===== src/rtl/writeback_arbiter.sv =====
// Writeback arbiter: formats the retiring primary result, merges secondary
// (multi-cycle producer) results through a small FIFO, and drives the
// register file write port from registered outputs. Primary always wins;
// secondary results drain in idle slots, and a younger primary write kills
// any queued secondary result to the same register.
module writeback_arbiter #(
  parameter int XLEN   = 32,
  parameter int AW     = 6,
  parameter int QDEPTH = 2
) (
  input  logic            clk,
  input  logic            reset,
  // primary datapath
  input  logic            p_valid,
  input  logic [AW-1:0]   p_rd,
  input  logic [1:0]      p_resultsrc,
  input  logic [XLEN-1:0] p_alu,
  input  logic [XLEN-1:0] p_rdata,
  input  logic [XLEN-1:0] p_pcplus4,
  input  logic [XLEN-1:0] p_imm,
  input  logic [2:0]      p_funct3,
  input  logic [1:0]      p_byteoff,
  // secondary producer
  input  logic            s_valid,
  output logic            s_ready,
  input  logic [AW-1:0]   s_rd,
  input  logic [XLEN-1:0] s_data,
  // register file write port
  output logic            we3,
  output logic [AW-1:0]   a3,
  output logic [XLEN-1:0] wd3,
  output logic            load_misalign,
  output logic            stall_req
);

  localparam int IW = $clog2(QDEPTH);
  localparam int PW = IW + 1;

  typedef enum logic [1:0] {
    SRC_ALU  = 2'b00,
    SRC_LOAD = 2'b01,
    SRC_PC4  = 2'b10,
    SRC_IMM  = 2'b11
  } resultsrc_e;

  localparam logic [2:0] F3_LB  = 3'b000;
  localparam logic [2:0] F3_LH  = 3'b001;
  localparam logic [2:0] F3_LW  = 3'b010;
  localparam logic [2:0] F3_LBU = 3'b100;
  localparam logic [2:0] F3_LHU = 3'b101;

  // FIFO storage and pointers (extra MSB distinguishes full from empty)
  logic [AW-1:0]   q_rd   [QDEPTH];
  logic [XLEN-1:0] q_data [QDEPTH];
  logic            q_live [QDEPTH];
  logic [PW-1:0]   wr_ptr;
  logic [PW-1:0]   rd_ptr;

  logic            q_full;
  logic            q_empty;
  logic [IW-1:0]   head_idx;
  logic [IW-1:0]   tail_idx;

  logic [7:0]      ld_byte;
  logic [15:0]     ld_half;
  logic [XLEN-1:0] ld_result;
  logic [XLEN-1:0] p_result;
  logic            p_is_load;
  logic            p_misalign;
  logic            p_write;
  logic            s_fire;
  logic            s_enq;
  logic            q_pop;

  assign head_idx = rd_ptr[IW-1:0];
  assign tail_idx = wr_ptr[IW-1:0];
  assign q_empty  = (wr_ptr == rd_ptr);
  assign q_full   = (wr_ptr[PW-1] != rd_ptr[PW-1]) &&
                    (wr_ptr[IW-1:0] == rd_ptr[IW-1:0]);

  assign s_ready   = !q_full && !reset;
  assign stall_req = q_full;
  assign s_fire    = s_valid && s_ready;
  // rd=0 completes the handshake but is never stored
  assign s_enq     = s_fire && (s_rd != '0);

  assign p_is_load = (resultsrc_e'(p_resultsrc) == SRC_LOAD);

  // Misalignment detection for halfword and word loads
  always_comb begin
    // NOTE: every always_comb output gets a default first so no path leaves it unassigned and infers a latch.
    p_misalign = 1'b0;
    if (p_is_load) begin
      case (p_funct3)
        F3_LH, F3_LHU: p_misalign = p_byteoff[0];
        F3_LW:         p_misalign = (p_byteoff != 2'b00);
        default:       p_misalign = 1'b0;
      endcase
    end
  end

  // Byte/halfword lane extraction from the aligned memory word
  always_comb begin
    ld_byte = p_rdata[7:0];
    case (p_byteoff)
      2'd0: ld_byte = p_rdata[7:0];
      2'd1: ld_byte = p_rdata[15:8];
      2'd2: ld_byte = p_rdata[23:16];
      2'd3: ld_byte = p_rdata[31:24];
      default: ld_byte = p_rdata[7:0];
    endcase
    ld_half = p_byteoff[1] ? p_rdata[31:16] : p_rdata[15:0];
  end

  // Load sign/zero extension; unsupported funct3 passes the word through
  always_comb begin
    ld_result = p_rdata;
    case (p_funct3)
      F3_LB:   ld_result = {{(XLEN-8){ld_byte[7]}}, ld_byte};
      F3_LBU:  ld_result = {{(XLEN-8){1'b0}}, ld_byte};
      F3_LH:   ld_result = {{(XLEN-16){ld_half[15]}}, ld_half};
      F3_LHU:  ld_result = {{(XLEN-16){1'b0}}, ld_half};
      default: ld_result = p_rdata;
    endcase
  end

  // Primary result mux
  always_comb begin
    p_result = p_alu;
    case (resultsrc_e'(p_resultsrc))
      SRC_ALU:  p_result = p_alu;
      SRC_LOAD: p_result = ld_result;
      SRC_PC4:  p_result = p_pcplus4;
      SRC_IMM:  p_result = p_imm;
      default:  p_result = p_alu;
    endcase
  end

  assign p_write = p_valid && (p_rd != '0) && !p_misalign;
  // The FIFO head drains only in slots the primary does not use
  assign q_pop   = !p_write && !q_empty;

  // FIFO entry storage: kill same-rd entries on a primary write, then append
  always_ff @(posedge clk) begin
    // NOTE: the entry array has no reset; the pointers alone define occupancy, so stale contents are never observed.
    if (p_write) begin
      for (int i = 0; i < QDEPTH; i++) begin
        if (q_rd[i] == p_rd) q_live[i] <= 1'b0;
      end
    end
    // Enqueue comes after the kill loop so the new entry's live bit wins
    if (s_enq) begin
      q_rd[tail_idx]   <= s_rd;
      q_data[tail_idx] <= s_data;
      q_live[tail_idx] <= !(p_write && (p_rd == s_rd));
    end
  end

  // Pointers and registered write-port outputs
  always_ff @(posedge clk) begin
    // NOTE: sequential state uses non-blocking assignments so every register samples pre-edge values.
    if (reset) begin
      wr_ptr        <= '0;
      rd_ptr        <= '0;
      we3           <= 1'b0;
      a3            <= '0;
      wd3           <= '0;
      load_misalign <= 1'b0;
    end else begin
      if (s_enq) wr_ptr <= wr_ptr + PW'(1);
      if (q_pop) rd_ptr <= rd_ptr + PW'(1);

      load_misalign <= p_valid && p_misalign;

      if (p_write) begin
        we3 <= 1'b1;
        a3  <= p_rd;
        wd3 <= p_result;
      end else if (q_pop && q_live[head_idx]) begin
        we3 <= 1'b1;
        a3  <= q_rd[head_idx];
        wd3 <= q_data[head_idx];
      end else begin
        // idle slot or a killed head popping without a write
        we3 <= 1'b0;
      end
    end
  end

endmodule

===== config.mk =====
export PLATFORM = sky130hd
export DESIGN_NAME = writeback_arbiter
export DESIGN_NICKNAME = d
export VERILOG_FILES = /design/src/rtl/writeback_arbiter.sv
export SDC_FILE = /design/constraint.sdc
export NUM_CORES = 1
export LEC_CHECK = 0
export ABC_AREA = 1
export BUFFER_PORTS_ARGS = -buffer_cell sky130_fd_sc_hd__buf_2
export CAP_MARGIN = 10
export CORE_AREA = 4 4 121 123
export CTS_BUF_LIST = sky130_fd_sc_hd__clkbuf_8 sky130_fd_sc_hd__clkbuf_16
export DETAILED_ROUTE_END_ITERATION = 16
export DIE_AREA = 0 0 125 127
export PLACE_DENSITY = 0.89
export REMOVE_ABC_BUFFERS = 1
export SKIP_CTS_REPAIR_TIMING = 1
export SYNTH_ARGS = -nofsm -noshare
export SYNTH_HDL_FRONTEND = slang
export SYNTH_SLANG_ARGS = --single-unit

===== constraint.sdc =====
create_clock -name clk -period 2.9 [get_ports clk]
set_input_delay 0.58 -clock clk [delete_from_list [all_inputs] [get_ports clk]]
set_output_delay 0.58 -clock clk [all_outputs]
set_load 0.02 [all_outputs]

==> flow_summary.json <==
{
  "outcome": "complete, no violations",
  "cts_tree": "yes",
  "ant_nets": 0,
  "grt_max_degree": 45,
  "io_pins": 225,
  "num_vias": 7400,
  "ctsLongestPathBuffers": 2,
  "end_kind": "flip-flop",
  "numPortBuffers": 224,
  "overflow": 0,
  "yosysSeqAreaShare_pct": 46.7,
  "drv_slew": 0,
  "antenna_found_initial": 1,
  "hpwl_um": 16700,
  "fillers": 1182,
  "required_ns": 3.24,
  "cp.arrival_ns": 2.83,
  "maxCapViolCount": 0,
  "viasPerCell": 5.47,
  "cts_made_buffers": 17,
  "p_leak_uw": 0.00426,
  "fmax_ghz": 0.403,
  "synth.avg_cell_area_um2": 7.32,
  "die_x_um": 125,
  "nets": 1343,
  "drt-pass1-iter-count": 6,
  "startpoint_type": "flip-flop",
  "yosys_warnings": 0,
  "drc": 0,
  "fin_crit_ns": 2.48,
  "synth_compound_area_share_pct": 11.4,
  "yosys.area_share.simple_pct": 32.1,
  "ys.flop_type": "edfxtp_1",
  "root_buffer": "clkbuf_16",
  "die_height_um": 127,
  "routedWlPerCell_um": 16.9,
  "drtIter0Drc": 608,
  "synthAdderAreaFrac_pct": 0,
  "fp-row-count": 43,
  "synth-xor-area-share_pct": 0.756,
  "synth_top_area_cell": "edfxtp_1",
  "setup_viol": 0,
  "slew_headroom_pct": 46.8,
  "core-area_um2": 13700,
  "fin_crit_sh_pct": 85.7,
  "min_path_type": "input pin to flip-flop",
  "timing.setup.tns_ns": 0,
  "p_per_area_nw_per_um2": 575,
  "start_util_pct": 50.8,
  "criticalPathCategory": "flip-flop to flip-flop",
  "yosys.area.top_type_share_pct": 33.7,
  "drive_gt1_share_pct": 25.9,
  "hold_viol_final": 0,
  "rsz0062_at_grt": "no",
  "grt_use_total_pct": 28.0,
  "synth_top_family_by_area": "simple AND/OR/NAND/NOR gates",
  "dpl_cell_area_um2": 8180,
  "ys_ff_latch": 123,
  "die_area_um2": 15900,
  "peakVddDrop_uv": 381,
  "synth_edf_count": 78,
  "async_flop_share_pct": 0,
  "cp_max_fo": 29,
  "clkTransAtPathRegs_ns": 0.05,
  "grt_pass1_vias": 6916,
  "cts_sinks": 123,
  "max_slew.worst_pin.slew_ns": 0.798,
  "htree_num_levels": 4,
  "syn_inst": 949,
  "finClkSkew_ns": 0.00475,
  "synthesis.area_um2": 6950,
  "synthMuxAreaShare_pct": 0.576,
  "ys_types": 35,
  "grt_pass1_wl_um": 35100,
  "gp_congestion": 0.904,
  "final_area_um2": 8730,
  "areaGrowthSynthToFinish_pct": 25.6,
  "ys_top_cells_by_area": "edfxtp_1, nand2_1, dfxtp_1",
  "worstSkewPairLatency_ns": 0.42,
  "drt_wl_total_um": 22800
}
[cell families after synthesis]
group / Yosys count
DFF: 123
and+or+nand+nor: 528
AOI/OAI and AO/OA: 153
xor gates and xnor gates: 6
muxes: 4
buffers and inverters: 135
[synthesized netlist by cell type, types with 2 or more instances]
library cell  instances
buf_6                 6
o21ai_0              83
nand2_2               4
a21oi_2               2
inv_2                 4
nand4_1              15
nand3_2               6
dfxtp_1              45
xnor2_1               2
clkbuf_1             25
or2_2                12
nand2_1             313
nand3_1              63
buf_2                14
xor2_1                4
a21oi_1              50
nor3b_1               2
nor2_1              103
inv_1                79
mux2i_1               4
o21ai_1               3
a31oi_1              13
nor4_1                5
nand2_4               3
edfxtp_1             78
clkinv_1              2
[final cells by class]
class / instances / area, um2 / area share (%)
sequential: 123 / 3240 / 37.2
timing repair buffer: 241 / 1270 / 14.6
tap: 180 / 225 / 2.58
clock inverter: 13 / 88.8 / 1.02
clock buffer: 19 / 453 / 5.19
multi-input combinational: 691 / 3120 / 35.7
inverter: 86 / 324 / 3.71
antenna: 1 / 2.50 / 0.0287
[placed cells by master (no fill, tap or decap), drive strengths merged]
cell type | synthesis | layout
a21oi | 52 | 52
a31oi | 13 | 13
buf | 23 | 241
bufinv | 0 | 1
clkbuf | 26 | 19
clkinv | 3 | 10
clkinvlp | 0 | 2
dfxtp | 45 | 45
diode | 0 | 1
edfxtp | 78 | 78
inv | 83 | 86
mux2i | 4 | 4
nand2 | 320 | 320
nand3 | 69 | 69
nand3b | 1 | 1
nand4 | 15 | 15
nor2 | 104 | 104
nor3b | 2 | 2
nor4 | 5 | 5
o21ai | 87 | 87
o22ai | 1 | 1
or2 | 12 | 12
xnor2 | 2 | 2
xor2 | 4 | 4
[through the flow]
stage          hold slack (ns)  power (uW)  setup WS, ns  util (%)  std cells
2_1_floorplan            0.471        2640        0.0677         -        900
3_3_place_gp             0.483        3080         0.439      59.9       1321
3_5_place_dp             0.494        3100         0.350      59.9       1321
4_1_cts                  0.326        5030         0.457      63.9       1353
5_1_grt                  0.338        5230         0.254      63.9       1354
6_report                 0.348        5020         0.416      63.9       1354
[worst max-delay path: stages, from the launching register on]
cell and delay [ns]:
dfxtp_2 0.33, inv_2 0.41, nand2_1 0.13, nand2_2 0.21, nand2_2 0.37, nand2_1 0.59
o21ai_0 0.19, a21oi_1 0.16
[registers in the layout (all words and copies together) (netlist names), named ones only]
register,flops
load_misalign,1
rd_ptr,2
a3,6
wd3,32
q_live,2
q_rd,12
q_data,64
we3,1
wr_ptr,2
[report_power, final]
| group | internal, uW | leakage [uW] | total [uW] | switching (uW) |
|---|---|---|---|---|
| logic | 358 | 0.00289 | 1050 | 693 |
| clock network | 1200 | 0.000281 | 1930 | 737 |
| registers | 1980 | 0.00109 | 2040 | 56.0 |
[final timing paths]
kind	depth (start not counted)	slack [ns]	end	from
setup / recovery	7	0.42	wd3[17]	flip-flop
hold / removal	1	0.35	q_data[1][22]	s_data[22]
setup reg to reg	7	0.42	wd3[17]	flip-flop
hold reg to reg	2	0.49	a3[0]	a3[0]
[routing by layer]
layer / global-route usage (%) / share of wire, % / up-vias / wire length, um
li1: - / - / 3528 / -
met1: 35.2 / 39 / 3360 / 8970
met2: 47.1 / 48 / 440 / 10900
met3: 5.27 / 9.0 / 72 / 2050
met4: 12.9 / 3.9 / 0 / 896
met5: 0 / 0 / - / 0
Note: power is estimated with default switching activity, not from simulation.
